**src/rtl/ws2812_pattern_gen.sv**
```systemverilog
// LED pattern engine: renders solid / rainbow / spread / chase frames into a shadow buffer
// and commits each completed frame atomically to the packed colour vector for the ws2812 driver.
module ws2812_pattern_gen #(
  parameter int unsigned NUM_LEDS   = 8,
  parameter int unsigned TICK_DIV   = 65536,
  parameter int unsigned PHASE_STEP = 32
) (
  input  logic                    clk,
  input  logic                    reset_n,
  input  logic                    enable,
  input  logic [1:0]              mode,
  input  logic [7:0]              brightness,
  input  logic [23:0]             solid_rgb,
  output logic [24*NUM_LEDS-1:0]  packed_rgb_data,
  output logic                    frame_strobe
);

  localparam int unsigned CntW = (TICK_DIV > 1) ? $clog2(TICK_DIV) : 1;
  localparam int unsigned IdxW = (NUM_LEDS > 1) ? $clog2(NUM_LEDS) : 1;
  localparam logic [CntW-1:0] CntMax    = CntW'(TICK_DIV - 1);
  localparam logic [IdxW-1:0] IdxMax    = IdxW'(NUM_LEDS - 1);
  localparam logic [7:0]      PhaseStep = 8'(PHASE_STEP);

  localparam logic [1:0] ModeSolid   = 2'd0;
  localparam logic [1:0] ModeRainbow = 2'd1;
  localparam logic [1:0] ModeSpread  = 2'd2;
  localparam logic [1:0] ModeChase   = 2'd3;

  typedef enum logic [1:0] {StIdle, StFill, StCommit} state_e;

  state_e                   state_q, state_d;
  logic [CntW-1:0]          tick_cnt_q;
  logic                     tick;
  logic [IdxW-1:0]          led_idx_q, led_idx_d;
  logic [IdxW-1:0]          chase_q, chase_d;
  logic [7:0]               pos_q, pos_d;
  logic [1:0]               mode_q, mode_d;
  logic [7:0]               bright_q, bright_d;
  logic [23:0]              rgb_q, rgb_d;
  logic [24*NUM_LEDS-1:0]   shadow_q, shadow_d;
  logic [24*NUM_LEDS-1:0]   out_q, out_d;
  logic                     strobe_q, strobe_d;

  logic [7:0]               led_pos;
  logic [23:0]              base_rgb;
  logic [23:0]              led_rgb;

  // Colour wheel, returned as {G,R,B}.
  function automatic logic [23:0] wheel(input logic [7:0] w);
    logic [7:0] v;
    logic [23:0] res;
    if (w < 8'd85) begin
      v   = w;
      res = {8'd0, 8'd255 - 8'd3 * v, 8'd3 * v};
    end else if (w < 8'd170) begin
      v   = w - 8'd85;
      res = {8'd3 * v, 8'd0, 8'd255 - 8'd3 * v};
    end else begin
      v   = w - 8'd170;
      res = {8'd255 - 8'd3 * v, 8'd3 * v, 8'd0};
    end
    return res;
  endfunction

  // (c * (b + 1)) >> 8 so that b = 255 is an exact pass-through.
  function automatic logic [7:0] scale(input logic [7:0] c, input logic [7:0] b);
    logic [15:0] prod;
    prod = {8'd0, c} * ({8'd0, b} + 16'd1);
    return prod[15:8];
  endfunction

  assign tick = enable && (tick_cnt_q == CntMax);

  always_ff @(posedge clk) begin
    if (!reset_n) begin
      tick_cnt_q <= '0;
    end else if (enable) begin
      tick_cnt_q <= tick ? '0 : tick_cnt_q + 1'b1;
    end
  end

  always_comb begin
    led_pos  = pos_q + 8'(led_idx_q) * PhaseStep;
    base_rgb = 24'd0;
    case (mode_q)
      ModeSolid:   base_rgb = rgb_q;
      ModeRainbow: base_rgb = wheel(pos_q);
      ModeSpread:  base_rgb = wheel(led_pos);
      ModeChase:   base_rgb = (led_idx_q == chase_q) ? rgb_q : 24'd0;
      default:     base_rgb = 24'd0;
    endcase
    led_rgb = {scale(base_rgb[23:16], bright_q),
               scale(base_rgb[15:8],  bright_q),
               scale(base_rgb[7:0],   bright_q)};
  end

  always_comb begin
    state_d   = state_q;
    led_idx_d = led_idx_q;
    chase_d   = chase_q;
    pos_d     = pos_q;
    mode_d    = mode_q;
    bright_d  = bright_q;
    rgb_d     = rgb_q;
    shadow_d  = shadow_q;
    out_d     = out_q;
    strobe_d  = 1'b0;

    case (state_q)
      StIdle: begin
        // Ticks seen outside idle are dropped; TICK_DIV >= NUM_LEDS+2 keeps that from happening.
        if (tick) begin
          mode_d    = mode;
          bright_d  = brightness;
          rgb_d     = solid_rgb;
          led_idx_d = '0;
          state_d   = StFill;
        end
      end
      StFill: begin
        shadow_d[24*led_idx_q +: 24] = led_rgb;
        if (led_idx_q == IdxMax) begin
          state_d = StCommit;
        end else begin
          led_idx_d = led_idx_q + 1'b1;
        end
      end
      StCommit: begin
        out_d    = shadow_q;
        strobe_d = 1'b1;
        pos_d    = pos_q + 8'd1;
        if (mode_q == ModeChase) begin
          chase_d = (chase_q == IdxMax) ? '0 : chase_q + 1'b1;
        end
        state_d = StIdle;
      end
      default: state_d = StIdle;
    endcase
  end

  always_ff @(posedge clk) begin
    if (!reset_n) begin
      state_q   <= StIdle;
      led_idx_q <= '0;
      chase_q   <= '0;
      pos_q     <= '0;
      mode_q    <= '0;
      bright_q  <= '0;
      rgb_q     <= '0;
      shadow_q  <= '0;
      out_q     <= '0;
      strobe_q  <= 1'b0;
    end else begin
      state_q   <= state_d;
      led_idx_q <= led_idx_d;
      chase_q   <= chase_d;
      pos_q     <= pos_d;
      mode_q    <= mode_d;
      bright_q  <= bright_d;
      rgb_q     <= rgb_d;
      shadow_q  <= shadow_d;
      out_q     <= out_d;
      strobe_q  <= strobe_d;
    end
  end

  assign packed_rgb_data = out_q;
  assign frame_strobe    = strobe_q;

endmodule

```
**config.mk**
```make
export PLATFORM = sky130hd
export DESIGN_NAME = ws2812_pattern_gen
export DESIGN_NICKNAME = d
export VERILOG_FILES = /design/src/rtl/ws2812_pattern_gen.sv
export SDC_FILE = /design/constraint.sdc
export NUM_CORES = 1
export LEC_CHECK = 0
export ABC_AREA = 1
export BUFFER_PORTS_ARGS = -buffer_cell sky130_fd_sc_hd__buf_2
export CAP_MARGIN = 20
export CORE_AREA = 2 2 252 254
export CTS_BUF_LIST = sky130_fd_sc_hd__clkbuf_8
export DETAILED_ROUTE_END_ITERATION = 6
export DIE_AREA = 0 0 254 256
export SLEW_MARGIN = 10
export SYNTH_ARGS = -nofsm -noshare
export SYNTH_HDL_FRONTEND = slang
export SYNTH_SLANG_ARGS = --single-unit
```
**constraint.sdc**
```tcl
create_clock -name clk -period 7.2 [get_ports clk]
set_input_delay 0.36 -clock clk [delete_from_list [all_inputs] [get_ports clk]]
set_output_delay 0.36 -clock clk [all_outputs]
set_load 0.005 [all_outputs]
```
==> results of run 1 <==
registers in the layout, indices dropped and copies added, names as in the netlist:
name,cells
tick_cnt_q,16
packed_rgb_data,192
led_idx_q,3
mode_q,2
frame_strobe,1
state_q,2
rgb_q,24
chase_q,3
shadow_q,192
pos_q,8
bright_q,8
power groups by stage:
| stage | clock [mW] | sequential (mW) | combinational (mW) |
|---|---|---|---|
| after floorplan | 0 | 2.55 | 0.0373 |
| after global placement | 0 | 2.55 | 0.0612 |
| after detailed placement | 0 | 2.55 | 0.0608 |
| after CTS | 2.50 | 2.50 | 0.0722 |
| after global routing | 2.62 | 2.50 | 0.0790 |
| final | 2.44 | 2.50 | 0.0727 |
layout by cell type, fill, tap and decap left out, types with 65 or more instances in the layout:
master                     instances
sky130_fd_sc_hd__nand2_1         551
sky130_fd_sc_hd__inv_1           545
sky130_fd_sc_hd__nor2_1          525
sky130_fd_sc_hd__dfxtp_1         448
sky130_fd_sc_hd__o21ai_0         363
sky130_fd_sc_hd__buf_4           300
sky130_fd_sc_hd__a21oi_1         278
sky130_fd_sc_hd__buf_2           228
sky130_fd_sc_hd__nand3_1         187
sky130_fd_sc_hd__ha_1            117
sky130_fd_sc_hd__fa_1            116
sky130_fd_sc_hd__clkbuf_8         96
sky130_fd_sc_hd__nand2_2          65
layer usage:
layer  global-route usage (%)  share of wire (%)  vias up
li1                         -                  -    13570
met1                    40.38                 45    12920
met2                    43.12                 44      979
met3                    6.010                8.2      167
met4                    8.350                2.7        4
met5                        0              0.029        -
logic make-up (layout without fill, tap and decap cells):
family          count (synthesis)  count (layout)  share of synthesized area, %
buf+inv                       736            1282                         10.08
simple gates                 1511            1511                         22.90
compound gates                872             872                         16.96
flops                         451             451                         32.45
xor+xnor                       51              51                         1.713
fa+ha+maj                     279             279                         15.89
other cells                     0               1                             0
cell type report:
class                   count  area (um^2)  area share, %
diodes                      1        2.502       0.007060
repair buffers            584         4074          11.49
multi-input cells        2713        17540          49.48
flip-flops and latches    451         9035          25.49
clock buffers              96         1321          3.728
clock inverters            40        292.8         0.8260
inverters                 562         2123          5.990
well taps                 846         1059          2.986
worst max-delay path by stage:
| stage | endpoint | cells after the start |
|---|---|---|
| after floorplan | shadow_q[78] | 38 |
| after global placement | shadow_q[130] | 37 |
| after detailed placement | shadow_q[34] | 37 |
| after CTS | shadow_q[68] | 38 |
| after global routing | shadow_q[31] | 42 |
| final | shadow_q[148] | 34 |
worst min-delay path, cell delays in order:
cell and delay (ns):
sky130_fd_sc_hd__buf_2 0.09, sky130_fd_sc_hd__o21ai_0 0.12, sky130_fd_sc_hd__a21oi_1 0.13
repair_timing:
item,CTS,global route
hold endpoints to repair,26,0
cloned,0,0
gates resized for setup,64,321
hold buffers,26,0
endpoints found under the setup margin,182,192
pin swaps,20,128
setup buffers,2,19
through the flow:
step	std cells	utilization [%]	setup TNS (ns)	hold slack [ns]
after global routing	5293	56.81	-1.233	0.04493
final	5293	56.81	0	0.05328
after floorplan	3900	-	0	0.4237
after detailed placement	5103	50.86	-24.54	0.4415
after global placement	5103	50.86	-20.81	0.4369
after CTS	5267	54.34	0	0.0005150
cell usage after synthesis, drive strengths merged, types with 33 or more instances:
library cell / instances / area (um^2)
buf: 36 / 175.2
ha: 155 / 1939
xor2: 33 / 319.1
dfxtp: 451 / 9029
inv: 555 / 2086
fa: 124 / 2482
nand3: 231 / 1224
nand2: 625 / 2411
o211ai: 58 / 445.4
nor2: 559 / 2136
nor3: 35 / 195.2
o21ai: 440 / 2228
clkbuf: 138 / 518.0
a21oi: 322 / 1615
nand4: 43 / 281.5
==> results.toml, run 1 <==
[synthesis]
synthesis.nets = 4216
average_size_of_a_mapped_cell_um2 = 7.134
synth.cell_area_um2 = 27820
ys_warn_count = 0
number_of_library_cell_types_mapped_by_synthesis = 65
synth.ff_latch_count = 451
seq_area_frac_synth_pct = 32.45
synth_top_flop_cell = "sky130_fd_sc_hd__dfxtp_1"
synth-edff-count = 0
synthesis.instances = 3900
synthArstFlopShare_pct = 0

[die]
core.rowCount = 92
die-width_um = 254
die_area_um2 = 65020
floorplan.core_area_um2 = 62390
effective_utilization_at_floorplan_pct = 44.60
die_ht_um = 256
ioPinCount = 230

[power_and_ir_drop]
clkPwrFrac_pct = 48.7
static-leakage-power_nw = 17.43
fin_total_pwr_mw = 5.006
pwr_density_cell_nw_per_um2 = 141.2
cell_internal_pwr_mw = 3.844
net-switching-power_mw = 1.162
combPwrFrac_pct = 1.5
fraction_of_power_consumed_by_sequential_logic_pct = 49.9
switching_share_pct = 23.22
power.ir.vdd_worst_v = 0.0001729

[detailed_routing]
detail_routed_via_count_per_cell = 5.222
routed_wirelength_mm = 93.91
wl_per_cell_um = 17.74
route.detailed.drc = 0
drt_first_pass_iters = 7
detail_route.iter0.violations = 2384
drt.antenna.violating_nets = 0
num_vias = 27640

[critical_path]
r2r_setup_slack_ns = 0.22
cpPeakStageDelay_ns = 0.55
worstPathBufferInverterCount = 8
timing.critical_path.from = "pos_q[1]"
timing.critical_path.fanout_max = 4
critPathTopFamily = "adder cells"
end_kind = "register"
cp.arrival_ns = 7.57
criticalPathCategory = "reg2reg"
worst_ep_required_time_ns = 7.80
startpoint_type = "register"
regToRegEndpoint = "shadow_q[148]"
critical-path-slowest-cell = "sky130_fd_sc_hd__fa_1"
r2r-start = "pos_q[1]"
ff_to_ff_path_depth = 34

[placed_design]
numPortBuffers = 229
place_worst_setup_slack_ns = -0.3158
place_hpwl_mm = 68.10
dpl-instance-area_um2 = 31730
place_congestion = 0.9793

[sta]
timing_worst_slew_pin_value_ns = 1.161
relSlewSlack_pct = 22.33
maxClockFrequency_mhz = 143.3
fin_ws_ns = 0.2204
finalSetupViolations = 0
final.period_utilization_pct = 96.94
rsz0062_at_grt = "yes"
final_hold_viol_count = 0
fin_worst_skew_ns = 0.04666
finalCriticalPeriod_ns = 6.980
drv_slew = 0

[clocking]
clock_latency_ns = 0.69
tritoncts = "built"
clock_sinks = 451
clk_path_buf_depth = 3
htree_num_levels = 3
cts-buffers-inserted = 80
clock_tree.root_cell = "sky130_fd_sc_hd__clkbuf_8"
reg_clk_slew_reported_paths_ns = 0.06

[global_routing]
vias_in_the_first_global_route = 26350
grt_use_total_pct = 28.40
grt_first_pass_wirelength_mm = 146.6
largest_net_degree_at_the_start_of_global_routing = 186
global_route.overflow_total = 0
antenna_violations_before_repair = 3

[final_layout]
post_route_cells_drive_above_1_share_pct = 23.46
syn_to_final_growth_pct = 27.40
final_cell_area_um2 = 35450
nets = 4708
fillers = 6112

[hold_path]
worstHoldPathCells = 3
holdCritStartpoint = "solid_rgb[22]"
hold-path-endpoint = "rgb_q[22]"
worst_hold_path_type = "in2reg"

[outcome]
status = "finished clean"

[run]
max_cap_viol_count = 0
No activity file was read; power rests on OpenSTA's default activity.
==> run 2: changes to the inputs <==
==> constraint.sdc (replaced) <==
create_clock -name clk -period 7.2 [get_ports clk]
set_input_delay 0.72 -clock clk [delete_from_list [all_inputs] [get_ports clk]]
set_output_delay 0.72 -clock clk [all_outputs]
set_load 0.005 [all_outputs]
==> run 2 against run 1 <==
Compared with the run above:
- non-clock buffer count fell by 24
- wire length barely moved
- utilization shrank 0.056 points
- critical path type unchanged
- critical endpoint is now shadow_q[150]
- largest power group unchanged
==> results.toml, run 2 (synthesis gave the netlist of run 1 again) <==
[outcome]
status = "finished clean"

[die]
effective_utilization_at_floorplan_pct = 44.60
die_area_um2 = 65020
ioPinCount = 230
die_ht_um = 256
core.rowCount = 92
floorplan.core_area_um2 = 62390
die-width_um = 254

[detailed_routing]
top_layer = "met5"
drt_first_pass_iters = 6
num_vias = 27570
met3WireLength_mm = 6.651
drt.antenna.violating_nets = 0
detail_routed_via_count_per_cell = 5.230
dr_wl_met2_mm = 41.29
routed_wirelength_mm = 93.88
detail_route.iter0.violations = 2289
drt-met1-wl_mm = 43.62
wl_per_cell_um = 17.81
route.detailed.drc = 0

[clocking]
htree_num_levels = 3
clock_tree.root_cell = "sky130_fd_sc_hd__clkbuf_8"
clk_path_buf_depth = 3
cts-buffers-inserted = 78
clock_sinks = 451
post_cts_hold_buffer_count = 0
clock_latency_ns = 0.69
tritoncts = "built"
reg_clk_slew_reported_paths_ns = 0.06

[critical_path]
cp.arrival_ns = 7.59
criticalPathCategory = "reg2reg"
startpoint_type = "register"
end_kind = "register"
cell_with_the_most_instances_on_the_worst_path = "sky130_fd_sc_hd__nand2_1"
timing.critical_path.fanout_max = 7
critPathTopFamily = "adder cells"
cpPeakStageDelay_ns = 0.62
worst_ep_required_time_ns = 7.78
critical-path-slowest-cell = "sky130_fd_sc_hd__fa_2"
worstPathBufferInverterCount = 3

[placed_design]
numPlacedInstances = 5102
numPortBuffers = 229
place_congestion = 0.9785
place_hpwl_mm = 68.13
dpl-instance-area_um2 = 31730

[sta]
drv_slew = 0
finalCriticalPeriod_ns = 7.010
timing.hold.ws_ns = 0.3246
maxClockFrequency_mhz = 142.6
rsz0062_at_grt = "yes"
final_hold_viol_count = 0
fin_worst_skew_ns = 0.05804
timing_worst_slew_pin_value_ns = 1.183
fin_setup_tns_ns = 0
finalSetupViolations = 0
final.period_utilization_pct = 97.37
relSlewSlack_pct = 20.85

[final_layout]
fillers = 6112
multi_input_area_um2 = 17750
final_cell_area_um2 = 35410
final_core_utilization_pct = 56.76
seq_area_um2 = 9040
layout.cells.most_common_list = "sky130_fd_sc_hd__inv_1 (543), sky130_fd_sc_hd__nand2_1 (543), sky130_fd_sc_hd__nor2_1 (524)"
final_cell_count_no_fill = 5271
post_route_cells_drive_above_1_share_pct = 24.62
nets = 4682
syn_to_final_growth_pct = 27.27

[power_and_ir_drop]
static-leakage-power_nw = 17.43
pwr_density_cell_nw_per_um2 = 140.6
power.ir.vdd_worst_v = 0.0001304

[global_routing]
vias_in_the_first_global_route = 26100
grt_first_pass_wirelength_mm = 145.7
grt_use_total_pct = 28.24
antenna_violations_before_repair = 3
largest_net_degree_at_the_start_of_global_routing = 255
global_route.overflow_total = 0

[run]
max_cap_viol_count = 0

[hold_path]
worst_hold_path_type = "in2reg"
[run 2: cell count changes in the layout (fill, tap and decap cells not counted), sizes merged]
cell,previous run,this run
buf,558,560
clkinv,14,12
dlygate4sd3,26,0
clkinvlp,2,3
clkbuf,96,95
inv,583,587
[run 2: final timing paths]
path,from,end,slack (ns),cells past startpoint
setup reg to reg,pos_q[5],shadow_q[150],0.19,35
hold reg to reg,shadow_q[163],packed_rgb_data[163],0.44,2
setup / recovery,pos_q[5],shadow_q[150],0.19,35
hold / removal,solid_rgb[5],rgb_q[5],0.32,3
[run 2: timing repair]
action                                  4_1_cts  5_1_grt
endpoints found under the setup margin      183      191
gates resized for setup                      61      392
buffers inserted                              3       21
pin swaps                                    22      172
[run 2: tightest hold or removal path, delay by kind of cell]
family,cells,cell delay (ns)
AOI/OAI and AO/OA,2,0.18
buffers and inverters,1,0.07
[run 2: metal layers]
layer / up-vias / track usage (%)
met5: - / 0
met2: 891 / 42.80
met3: 146 / 5.909
met1: 13020 / 40.28
met4: 4 / 8.333
li1: 13510 / -
[run 2: stage by stage]
stage / setup WS [ns] / power (mW)
5_1_grt: -0.1249 / 5.146
6_report: 0.1897 / 4.980
3_3_place_gp: -0.3254 / 2.614
2_1_floorplan: 0.3549 / 2.589
4_1_cts: 0.005349 / 5.026
3_5_place_dp: -0.3740 / 2.613
[run 2: cell type report]
type | instances | area share (%)
clock buffer | 95 | 3.692
multi-input combinational | 2713 | 50.12
inverter | 562 | 6.017
antenna | 1 | 0.007067
timing repair buffer | 560 | 10.80
tap | 846 | 2.989
clock inverter | 43 | 0.8480
sequential | 451 | 25.53
[run 2: where the power goes]
part           switching, mW  internal [mW]  total (mW)
sequential          0.000898           2.50        2.50
combinational         0.0458         0.0155      0.0614
clock                   1.11           1.31        2.42
